--- config.mk ---
export PLATFORM = sky130hd
export DESIGN_NAME = lsu_ctrl
export DESIGN_NICKNAME = d
export VERILOG_FILES = /design/src/rtl/lsu_ctrl.sv
export SDC_FILE = /design/constraint.sdc
export NUM_CORES = 1
export LEC_CHECK = 0
export CAP_MARGIN = 20
export CORE_UTILIZATION = 43
export CTS_BUF_LIST = sky130_fd_sc_hd__clkbuf_8
export DETAILED_ROUTE_END_ITERATION = 8
export PLACE_DENSITY = 0.78
export SLEW_MARGIN = 25
export SYNTH_ARGS = -nofsm -noshare
export SYNTH_HDL_FRONTEND = slang
export SYNTH_SLANG_ARGS = --single-unit
--- constraint.sdc ---
create_clock -name clk -period 7.3 [get_ports clk]
set_clock_uncertainty 0.05 [all_clocks]
set_input_delay 0.73 -clock clk [delete_from_list [all_inputs] [get_ports clk]]
set_output_delay 0.73 -clock clk [all_outputs]
set_load 0.03 [all_outputs]
--- src/rtl/lsu_ctrl.sv ---
// Load/store sequencer: turns one core load/store into one or two byte-enabled
// word accesses, then merges, extends and returns the load result.
module lsu_ctrl #(
  parameter int unsigned ADDR_W = 32
) (
  input  logic              clk,
  input  logic              rst_n,
  input  logic              req_valid,
  output logic              req_ready,
  input  logic              req_we,
  input  logic [2:0]        req_funct3,
  input  logic [ADDR_W-1:0] req_addr,
  input  logic [31:0]       req_wdata,
  output logic              resp_valid,
  output logic [31:0]       resp_rdata,
  output logic              resp_err,
  output logic              mem_read,
  output logic              mem_write,
  output logic [3:0]        mem_byte_enable,
  output logic [ADDR_W-1:0] mem_addr,
  output logic [31:0]       mem_wr_data,
  input  logic [31:0]       mem_rd_data
);

  localparam int unsigned LANES = 4;

  typedef enum logic [1:0] {IDLE, ACC1, ACC2, RESP} state_t;

  state_t              state_q, state_d;
  logic                we_q, we_d;
  logic [2:0]          f3_q, f3_d;
  logic [ADDR_W-1:0]   addr_q, addr_d;
  logic [31:0]         wdata_q, wdata_d;
  logic [31:0]         asm_q, asm_d;

  logic                req_ready_d, resp_valid_d, resp_err_d;
  logic [31:0]         resp_rdata_d;
  logic                mem_read_d, mem_write_d;
  logic [3:0]          mem_be_d;
  logic [ADDR_W-1:0]   mem_addr_d;
  logic [31:0]         mem_wr_data_d;

  logic [2:0]          op_f3;
  logic [1:0]          op_off;
  logic [3:0]          size_mask;
  logic [7:0]          be_span;
  logic                split;

  function automatic logic illegal_op(input logic we, input logic [2:0] f3);
    return (f3 == 3'b011) || (f3[2] && f3[1]) || (we && (f3 >= 3'b011));
  endfunction

  // Right-justified store byte i goes to lane (off+i) mod 4 when that lane is enabled.
  function automatic logic [31:0] store_lanes(input logic [31:0] wd, input logic [3:0] be,
                                              input logic [1:0] off);
    logic [31:0] res;
    logic [31:0] sh;
    logic [1:0]  src;
    res = '0;
    for (int k = 0; k < LANES; k++) begin
      src = 2'(k) - off;
      sh  = wd >> {src, 3'b000};
      if (be[k]) res[8*k +: 8] = sh[7:0];
    end
    return res;
  endfunction

  // Lane k of the read bus sits at the MSB end; it becomes result byte (k-off) mod 4.
  function automatic logic [31:0] capture(input logic [31:0] cur, input logic [31:0] rd,
                                          input logic [3:0] be, input logic [1:0] off);
    logic [31:0] res;
    logic [1:0]  dst;
    res = cur;
    for (int k = 0; k < LANES; k++) begin
      dst = 2'(k) - off;
      if (be[k]) res[{dst, 3'b000} +: 8] = rd[8*(LANES-1-k) +: 8];
    end
    return res;
  endfunction

  function automatic logic [31:0] extend(input logic [2:0] f3, input logic [31:0] a);
    case (f3)
      3'b000:  return {{24{a[7]}}, a[7:0]};
      3'b001:  return {{16{a[15]}}, a[15:0]};
      3'b100:  return {24'b0, a[7:0]};
      3'b101:  return {16'b0, a[15:0]};
      default: return a;
    endcase
  endfunction

  // Operands of the access being set up: live request in IDLE, latched copy afterwards.
  always_comb begin
    op_f3  = (state_q == IDLE) ? req_funct3    : f3_q;
    op_off = (state_q == IDLE) ? req_addr[1:0] : addr_q[1:0];
    case (op_f3[1:0])
      2'b00:   size_mask = 4'b0001;
      2'b01:   size_mask = 4'b0011;
      default: size_mask = 4'b1111;
    endcase
    be_span = 8'(size_mask) << op_off;
    split   = |be_span[7:4];
  end

  // Next state, latched request fields and next value of every registered output.
  always_comb begin
    state_d       = state_q;
    we_d          = we_q;
    f3_d          = f3_q;
    addr_d        = addr_q;
    wdata_d       = wdata_q;
    asm_d         = asm_q;
    req_ready_d   = 1'b0;
    resp_valid_d  = 1'b0;
    resp_rdata_d  = '0;
    resp_err_d    = 1'b0;
    mem_read_d    = 1'b0;
    mem_write_d   = 1'b0;
    mem_be_d      = '0;
    mem_addr_d    = '0;
    mem_wr_data_d = '0;

    if ((state_q == ACC1 || state_q == ACC2) && !we_q)
      asm_d = capture(asm_q, mem_rd_data, mem_byte_enable, addr_q[1:0]);

    case (state_q)
      IDLE: begin
        req_ready_d = 1'b1;
        if (req_valid) begin
          we_d        = req_we;
          f3_d        = req_funct3;
          addr_d      = req_addr;
          wdata_d     = req_wdata;
          asm_d       = '0;
          req_ready_d = 1'b0;
          if (illegal_op(req_we, req_funct3)) begin
            state_d      = RESP;
            resp_valid_d = 1'b1;
            resp_err_d   = 1'b1;
          end else begin
            state_d       = ACC1;
            mem_read_d    = !req_we;
            mem_write_d   = req_we;
            mem_be_d      = be_span[3:0];
            mem_addr_d    = {req_addr[ADDR_W-1:2], 2'b00};
            mem_wr_data_d = req_we ? store_lanes(req_wdata, be_span[3:0], op_off) : '0;
          end
        end
      end
      ACC1: begin
        if (split) begin
          state_d       = ACC2;
          mem_read_d    = !we_q;
          mem_write_d   = we_q;
          mem_be_d      = be_span[7:4];
          mem_addr_d    = {addr_q[ADDR_W-1:2], 2'b00} + ADDR_W'(4);
          mem_wr_data_d = we_q ? store_lanes(wdata_q, be_span[7:4], op_off) : '0;
        end else begin
          state_d      = RESP;
          resp_valid_d = 1'b1;
          resp_rdata_d = we_q ? '0 : extend(f3_q, asm_d);
        end
      end
      ACC2: begin
        state_d      = RESP;
        resp_valid_d = 1'b1;
        resp_rdata_d = we_q ? '0 : extend(f3_q, asm_d);
      end
      RESP: begin
        state_d     = IDLE;
        req_ready_d = 1'b1;
      end
      default: state_d = IDLE;
    endcase
  end

  // State and output registers with synchronous active-low reset.
  always_ff @(posedge clk) begin
    if (!rst_n) begin
      state_q         <= IDLE;
      we_q            <= 1'b0;
      f3_q            <= '0;
      addr_q          <= '0;
      wdata_q         <= '0;
      asm_q           <= '0;
      req_ready       <= 1'b1;
      resp_valid      <= 1'b0;
      resp_rdata      <= '0;
      resp_err        <= 1'b0;
      mem_read        <= 1'b0;
      mem_write       <= 1'b0;
      mem_byte_enable <= '0;
      mem_addr        <= '0;
      mem_wr_data     <= '0;
    end else begin
      state_q         <= state_d;
      we_q            <= we_d;
      f3_q            <= f3_d;
      addr_q          <= addr_d;
      wdata_q         <= wdata_d;
      asm_q           <= asm_d;
      req_ready       <= req_ready_d;
      resp_valid      <= resp_valid_d;
      resp_rdata      <= resp_rdata_d;
      resp_err        <= resp_err_d;
      mem_read        <= mem_read_d;
      mem_write       <= mem_write_d;
      mem_byte_enable <= mem_be_d;
      mem_addr        <= mem_addr_d;
      mem_wr_data     <= mem_wr_data_d;
    end
  end

endmodule

==> impl_results.md, run 1 <==
* Yosys reg bits at between 200 and 250
* # rows at 57
* Vias in the first global route at ~10k
* Top fanout value on the critical path at 43
* Net switching power figure at approximately 2.0 mW
* Hold Crit Start: addr_q[16]
* Syn Area/Cell at a little under 9 sq um
* Switching share of power at 0.404
* Residual DRC at 0
* Share of cells above drive strength 1 at 0.101
* Root Driver: clkbuf_8
* Top post-synthesis cells by area: dfxtp_1 (38%), nand2_1 (7.7%), mux4_2 (6.7%)
* Fraction of registers with async set/reset at 0
* Max_cap viols at 0
* Fin nets at 1498
* CP arrival at around 5200 ps
* Slowest stage cell, crit path: clkinv_2
* First DRT Iteration DRCs at 1143
* Reg area at 4110 sq um
* Leak Pwr at approximately 4.9 nW
* Final setup fails at 0
* Post-DP HPWL at ~24 mm
* RSZ-0062 raised after global routing: no
* CTS Buf Count at 37
* CTS tree: built
* Synth unique cells at 80
* Routability congestion estimate at 0.989
* Post-Route WL at 35.5 mm
* Synth area leader: dfxtp_1
* WHS at 435 ps
* Power per cell area at around 350 nW/um^2
* Top-area cell type share of the netlist area at 0.380
* FMAX at 0.207 GHz
* Worst hold path type: register to register
* Sequential share of the synthesized area at 0.380
* Crit path time final at 4820 ps
* Pre-CTS setup slack at approximately 2600 ps
* Tightest Pin Transition at 1050 ps
* Final worst-path cycle share at 0.661
* CP cell instances: inv_1, ha_1, mux2_2, clkinv_2, ha_1, buf_4, mux4_2, a22oi_1, nor2_1
* H-tree levels at 2
* Slowest stage delay, CP at between 900 and 1000 ps
* Detailed Routing Iterations Pass 1 at 5
* Clk buf depth at 3
* Clock share of power at 0.247
* Post-synth EDFFs at 0
* Buffers added on ports at between 200 and 250
* Slew HR at 0.295
* P&R area growth vs syn at 26.8%
* Gr ovfl total at 0
* Mapped cell area at 10800 sq um
* Synth Instances at ~1.2k
* I/O pins at roughly 210
* Area of the multi-input gates at between 6000 and 7000 sq um
* Via count at 10.6k
* Worst r2r src: state_q[0]
* Primary FF master, synth: dfxtp_1
* Pint at ~2.9 mW
* Crit end category: register
* Wire length per cell at 20.5 um
* Initial core utilization at 0.442
* All-layer global routing usage at 0.267
* Vias/cell at between 6 and 7
* Final setup TNS at 0 ps
* Largest net degree at the start of global routing at 79
* Post-CTS sizing at 0
* Antenna viol nets, final at 0
* Fill cells at 2180
* Clock latency on the worst-skew pair at ~540 ps
* WP data required at roughly 7700 ps
* Maximum VDD drop at approximately 0.21 mV
* Yosys warning count at 0
* PnR worst setup slack at between 2000 and 2500 ps
* Area of the core at 24500 sq um
* Status: finished clean
* Initial antenna violation count at 0
* Startpoint Class: register
* Most frequent CP cell: ha_1
* Final Max Tran Viols at 0
* Hold buffers post-CTS at 0
* Comb power frac at 0.449
* Final hold vios at 0
* Global-route wire length before repair at ~55 mm
* Clock Sinks at around 200
* CP Launch Point: state_q[0]
* Setup repair bufs after CTS at 0
* N_diodes at 0
* Die area at 25800 sq um
* Sequential share of power at 0.305
* CTS clk-pin slew, worst paths at roughly 60 ps
* Die height at 161 um
* Die W at approximately 160 um
* Crit path kind: register to register
==> sequential cells by signal (all words and copies together), names as in the netlist <==
name             cells
addr_q              32
asm_q               32
mem_wr_data         32
resp_rdata          32
wdata_q             32
mem_addr            30
mem_byte_enable      4
f3_q                 3
state_q              2
mem_read             1
mem_write            1
req_ready            1
resp_err             1
resp_valid           1
we_q                 1
==> power groups by stage <==
stage	clock network (mW)	logic [mW]	registers, mW
floorplan	0	1.60	1.50
global placement	0	2.08	1.48
detailed placement	0	2.14	1.49
CTS	1.21	2.15	1.47
global route	1.27	2.35	1.49
finish	1.19	2.17	1.47
==> worst max-delay path: cells and delay by family, from the launching register on <==
family                     cells  cell delay, ps
AOI/OAI and AO/OA              1             200
adders and majority gates      2            1120
buffers and inverters          3            1480
DFF                            1             330
muxes                          2            1440
and+or+nand+nor                1              50
==> worst paths after layout <==
kind,to,slack (ps),cells after the start
hold / removal,addr_q[16],440,2
setup reg to reg,mem_wr_data[23],2480,9
setup / recovery,mem_wr_data[23],2480,9
hold reg to reg,addr_q[16],440,2
==> kinds of logic after synthesis <==
group                    count (synthesis)  share of synthesized area
AND/OR/NAND/NOR                        473                      0.206
XOR/XNOR                                25                     0.0203
buffers and inverters                  115                     0.0496
multiplexers                            53                     0.0865
AO/OA/AOI/OAI                          343                      0.243
other                                    1                   0.000347
flip-flops                             205                      0.380
adder cells (fa/ha/maj)                 13                     0.0149
==> cells in the final DEF (no fill, tap or decap), types with 17 or more instances in the layout <==
| cell | count |
|---|---|
| and2_1 | 17 |
| a31oi_1 | 19 |
| mux4_2 | 32 |
| a221o_1 | 22 |
| xor2_1 | 18 |
| clkbuf_8 | 46 |
| a21oi_1 | 46 |
| and3_1 | 17 |
| nor3_1 | 17 |
| o22ai_1 | 29 |
| dfxtp_1 | 204 |
| clkdlybuf4s50_1 | 204 |
| nand3_1 | 34 |
| mux2i_1 | 18 |
| a21boi_0 | 70 |
| o21ai_0 | 24 |
| nand2_1 | 221 |
| nor2_1 | 87 |
| a22oi_1 | 21 |
| inv_1 | 23 |
==> final cells by class <==
cell class	count	area share
multi-input combinational	909	0.451
sequential	205	0.299
timing repair buffer	216	0.156
clock buffer	46	0.0462
tap	324	0.0296
clock inverter	18	0.0139
inverter	14	0.00392
==> metrics by stage <==
| step | total power, mW | cell area (sq um) | util | std cells |
|---|---|---|---|---|
| global placement | 3.56 | 12900 | 0.526 | 1667 |
| CTS | 4.82 | 13700 | 0.560 | 1731 |
| global route | 5.12 | 13700 | 0.560 | 1732 |
| detailed placement | 3.62 | 12900 | 0.526 | 1667 |
| floorplan | 3.11 | 10800 | - | 1229 |
| finish | 4.84 | 13700 | 0.560 | 1732 |
==> per-layer routing <==
layer	global-route usage	part of all wire	up-vias
li1	-	-	4822
met3	0.0571	0.10	95
met2	0.426	0.46	642
met1	0.354	0.41	5007
met5	0	0	-
met4	0.0970	0.029	0
==> Yosys cell counts, drive strengths merged (6+ instances only) <==
cell type,instances
o22ai,29
a31oi,20
a221o,22
ha,12
a21boi,70
a2bb2oi,6
nor3,20
nand3,34
a221oi,16
nand2,223
buf,42
mux4,32
a22oi,21
nor2,87
a21oi,46
nor2b,17
o22a,8
and3,17
xnor2,7
xor2,18
a211oi,22
and4,13
clkbuf,59
nor4,8
inv,14
nand4,13
dfxtp,205
and2,19
a32oi,10
mux2i,18
a21o,6
o21ai,25
Note: power is estimated with default switching activity, not from simulation.
==> run 2, diff against run 1 <==
PLACE_DENSITY = 0.81   (was 0.78)
clock period = 4.1 ns   (was 7.3 ns; I/O delays follow)
==> impl_results.md, run 2 (synthesized netlist as in run 1, its figures left out) <==
* Crit path time final at approximately 3500 ps
* Fin nets at about 1.5k
* Tightest Pin Transition at ~1100 ps
* Non-Filler Instances at between 1.5k and 2k
* FMAX at approximately 0.28 GHz
* H-tree levels at 2
* Vias/cell at slightly above 6
* Clock Sinks at roughly 200
* Residual DRC at 0
* Via count at about 11k
* Most common cell after layout, fill and taps aside: nand2_1
* Routability congestion estimate at just under 1
* N_diodes at 0
* Slowest stage cell, crit path: ha_1
* Top fanout value on the critical path at 20
* CTS Buf Count at 37
* Post-Route WL at ~35 mm
* Crit end category: register
* Final setup fails at 0
* Detailed Routing Iterations Pass 1 at 6
* All-layer global routing usage at 0.264
* WP buf/inv at 3
* WHS at 411 ps
* Power per cell area at about 600 nW/um^2
* Slew HR at 0.284
* Post-CTS sizing at 0
* Die area at 25800 sq um
* CP Launch Point: state_q[1]
* CTS clk-pin slew, worst paths at ~60 ps
* R2R setup slack at 560 ps
* Crit. path cell count at 9
* Die W at roughly 160 um
* Final setup TNS at 0 ps
* CTS tree: built
* Setup repair bufs after CTS at 0
* Gr ovfl total at 0
* Initial antenna violation count at 0
* # rows at between 50 and 60
* Hold buffers post-CTS at 0
* Top delay family on crit path: adder cells
* First DRT Iteration DRCs at about 1.3k
* WP data required at roughly 4500 ps
* Reg area at between 4000 and 5000 sq um
* Most frequent CP cell: ha_1
* P&R area growth vs syn at 26.3%
* Worst r2r src: state_q[1]
* R2R depth at 9
* Area of the core at between 20000 and 25000 sq um
* Status: finished clean
* Final Max Tran Viols at 0
* CP arrival at 3910 ps
* RSZ-0062 raised after global routing: no
* Placed cell count at 1675
* Buffers added on ports at approximately 200
* Worst hold path type: input port to register
* Share of cells above drive strength 1 at 0.105
* Startpoint Class: register
* Die height at 161 um
* Post-DP HPWL at ~24 mm
* Maximum VDD drop at roughly 0.34 mV
* Final worst-path cycle share at 0.863
* I/O pins at ~210
* Root Driver: clkbuf_8
* Clock latency on the worst-skew pair at about 550 ps
* Setup crit end: mem_wr_data[1]
* CP cell instances: inv_1, ha_1, mux2_2, inv_2, ha_1, buf_4, mux4_2, a22oi_1, nor2_1
* Fill cells at ~2.2k
* Slowest stage delay, CP at around 550 ps
* Global-route wire length before repair at 54.3 mm
* Vias in the first global route at around 10k
* Antenna viol nets, final at 0
* Final hold vios at 0
* Initial core utilization at 0.442
* Leak Pwr at 4.88 nW
* Wire length per cell at 20.0 um
* Clk buf depth at 3
* Area of the multi-input gates at around 6000 sq um
* Crit path kind: register to register
* Most frequent cells in the layout: nand2_1 (222), dfxtp_1 (204), clkdlybuf4s50_1 (204), nor2_1 (87), a21boi_0 (70)
* Max_cap viols at 0
* R2r endpoint: mem_wr_data[1]
* Largest net degree at the start of global routing at slightly above 70
[run 2: area by class of cell]
type,instances,share of cell area
Clock buffer,47,0.0474
Multi-Input combinational cell,909,0.453
Inverter,14,0.00385
Tap cell,324,0.0297
Timing Repair Buffer,223,0.160
Sequential cell,205,0.301
Clock inverter,15,0.00559
[run 2: per-stage QoR]
step | power (mW) | cell area, sq um | setup WS, ps | utilization
finish | 8.41 | 13600 | 561 | 0.558
detailed placement | 6.47 | 12900 | 599 | 0.528
global route | 8.86 | 13600 | 324 | 0.558
CTS | 8.39 | 13600 | 593 | 0.558
floorplan | 5.54 | 10800 | 684 | -
global placement | 6.38 | 12900 | 773 | 0.528
[run 2: how the worst min path moves through the flow]
| stage | slack [ps] | end | from | cells after the start |
|---|---|---|---|---|
| floorplan | 400 | wdata_q[10] | wdata_q[10] | 2 |
| detailed placement | 420 | wdata_q[9] | wdata_q[9] | 2 |
| global placement | 410 | wdata_q[8] | wdata_q[8] | 2 |
| finish | 410 | req_ready | rst_n | 2 |
| CTS | 390 | state_q[0] | rst_n | 3 |
| global route | 420 | mem_addr[22] | req_addr[22] | 3 |
[run 2: metal layers]
metal / up-vias / global-route usage / part of all wire
met1: 4989 / 0.341 / 0.40
li1: 4831 / - / -
met3: 114 / 0.0540 / 0.10
met4: 0 / 0.110 / 0.034
met5: - / 0 / 0
met2: 640 / 0.427 / 0.46
[run 2: power breakdown]
group / leakage [nW] / switching [mW] / internal, mW
registers: 1.67 / 0.276 / 2.34
clock network: 0.408 / 0.879 / 1.03
logic: 2.80 / 2.33 / 1.56
total: 4.88 / 3.48 / 4.93
[run 2: worst reg2reg max path: cells and delay by family (launching register included)]
family,cells,cell delay (ps)
buffers and inverters,3,780
flip-flops,1,330
adder cells (fa/ha/maj),2,1100
AO/OA/AOI/OAI,1,210
AND/OR/NAND/NOR,1,60
multiplexers,2,890
==> run 3, diff against run 2 <==
PLACE_DENSITY = 0.67   (was 0.81)
==> impl_results.md, run 3 (synthesized netlist as in run 1, its figures left out) <==
* Status: finished clean
* H-tree levels at 2
* Initial core utilization at 0.442
* Wire length per cell at slightly above 20 um
* Leak Pwr at 4.93 nW
* Crit path time final at approximately 3300 ps
* P&R area growth vs syn at 26.8%
* Post-DP HPWL at roughly 24 mm
* R2R depth at 9
* Clock latency on the worst-skew pair at between 500 and 600 ps
* Area of the multi-input gates at between 6000 and 7000 sq um
* Fill cells at roughly 2.2k
* Detailed Routing Iterations Pass 1 at 7
* Crit end category: register
* Most frequent cells in the layout: nand2_1 (222), dfxtp_1 (205), clkdlybuf4s50_1 (204), nor2_1 (87), a21boi_0 (70)
* Vias in the first global route at between 10k and 15k
* Share of cells above drive strength 1 at 0.107
* Residual DRC at 0
* Maximum VDD drop at about 0.3 mV
* Area of the core at 24500 sq um
* WHS at ~300 ps
* Power per cell area at slightly above 600 nW/um^2
* Largest net degree at the start of global routing at just over 70
* CTS tree: built
* Design Area, Final at around 14000 sq um
* Die height at about 160 um
* Final worst-path cycle share at 0.810
* Initial antenna violation count at 0
* Max_cap viols at 0
* Reg area at between 4000 and 5000 sq um
* Final Max Tran Viols at 0
* Final core utilization at 0.560
* Worst hold path type: input port to register
* Placed cell count at 1680
* N_diodes at 0
* Via count at about 10k
* Clock Sinks at around 210
* All-layer global routing usage at 0.270
* Buffers added on ports at approximately 210
* Routability congestion estimate at about 0.98
* Top fanout value on the critical path at 17
* Most common cell after layout, fill and taps aside: nand2_1
* Vias/cell at 6.01
* Non-Filler Instances at 1745
* CTS clk-pin slew, worst paths at 60 ps
* Global-route wire length before repair at approximately 55 mm
* Die area at around 26000 sq um
* Setup repair bufs after CTS at 0
* RSZ-0062 raised after global routing: no
* I/O pins at 208
* Final setup fails at 0
* Root Driver: clkbuf_8
* CTS Buf Count at 36
* First DRT Iteration DRCs at just over 900
* # rows at 57
* Hold buffers post-CTS at 0
* Final setup TNS at 0 ps
* WP data required at 4480 ps
* Hold Path Depth at 2
* Tightest Pin Transition at 1140 ps
* CP arrival at 3700 ps
* Fin nets at 1509
* Crit path kind: register to register
* Gr ovfl total at 0
* Die W at ~160 um
* Cell Area, Placed at around 13000 sq um
* Post-CTS sizing at 0
* Post-Route WL at 35.4 mm
* FMAX at approximately 0.3 GHz
* Final hold vios at 0
* Slew HR at 0.238
* PnR worst setup slack at around 780 ps
* Power, Total at roughly 8.4 mW
* Startpoint Class: register
* Pre-CTS setup slack at 651 ps
* Clk buf depth at 3
* Antenna viol nets, final at 0
run 3: cell count changes in the layout (fill, tap and decap cells not counted), sizes merged:
cell      previous run  this run
buf                 19        24
clkbuf              47        48
clkinv               3         4
clkinvlp             1         0
inv                 25        27
run 3: worst paths after layout:
check	start	to	slack [ps]
hold / removal	rst_n	req_ready	300
setup / recovery	state_q[0]	mem_wr_data[18]	780
setup reg to reg	state_q[0]	mem_wr_data[18]	780
hold reg to reg	wdata_q[13]	wdata_q[13]	430
run 3: layer usage:
| metal | GRT usage | wire length [um] | up-vias |
|---|---|---|---|
| met2 | 0.429 | 16400 | 570 |
| met4 | 0.121 | 1350 | 0 |
| li1 | - | - | 4843 |
| met1 | 0.353 | 14200 | 4958 |
| met5 | 0 | 0 | - |
| met3 | 0.0548 | 3440 | 111 |
run 3: cell type report:
cell class                      count  share of cell area
Multi-Input combinational cell    909               0.451
Sequential cell                   205               0.299
Timing Repair Buffer              228               0.162
Clock buffer                       48              0.0482
Tap cell                          324              0.0296
Clock inverter                     17             0.00621
Inverter                           14             0.00383
run 3: critical path, stage by stage (launching register included):
cell and delay (ps):
dfxtp_1 360, inv_1 80, ha_1 230, mux2_2 420, inv_2 220, ha_1 860
buf_4 370, mux4_2 340, a22oi_1 210, nor2_1 50
run 3: where the power goes:
part / total (mW) / internal, mW / leakage (nW) / switching, mW
combinational: 3.93 / 1.57 / 2.83 / 2.36
sequential: 2.60 / 2.33 / 1.67 / 0.263
clock: 1.92 / 1.05 / 0.432 / 0.869
total: 8.44 / 4.95 / 4.93 / 3.49
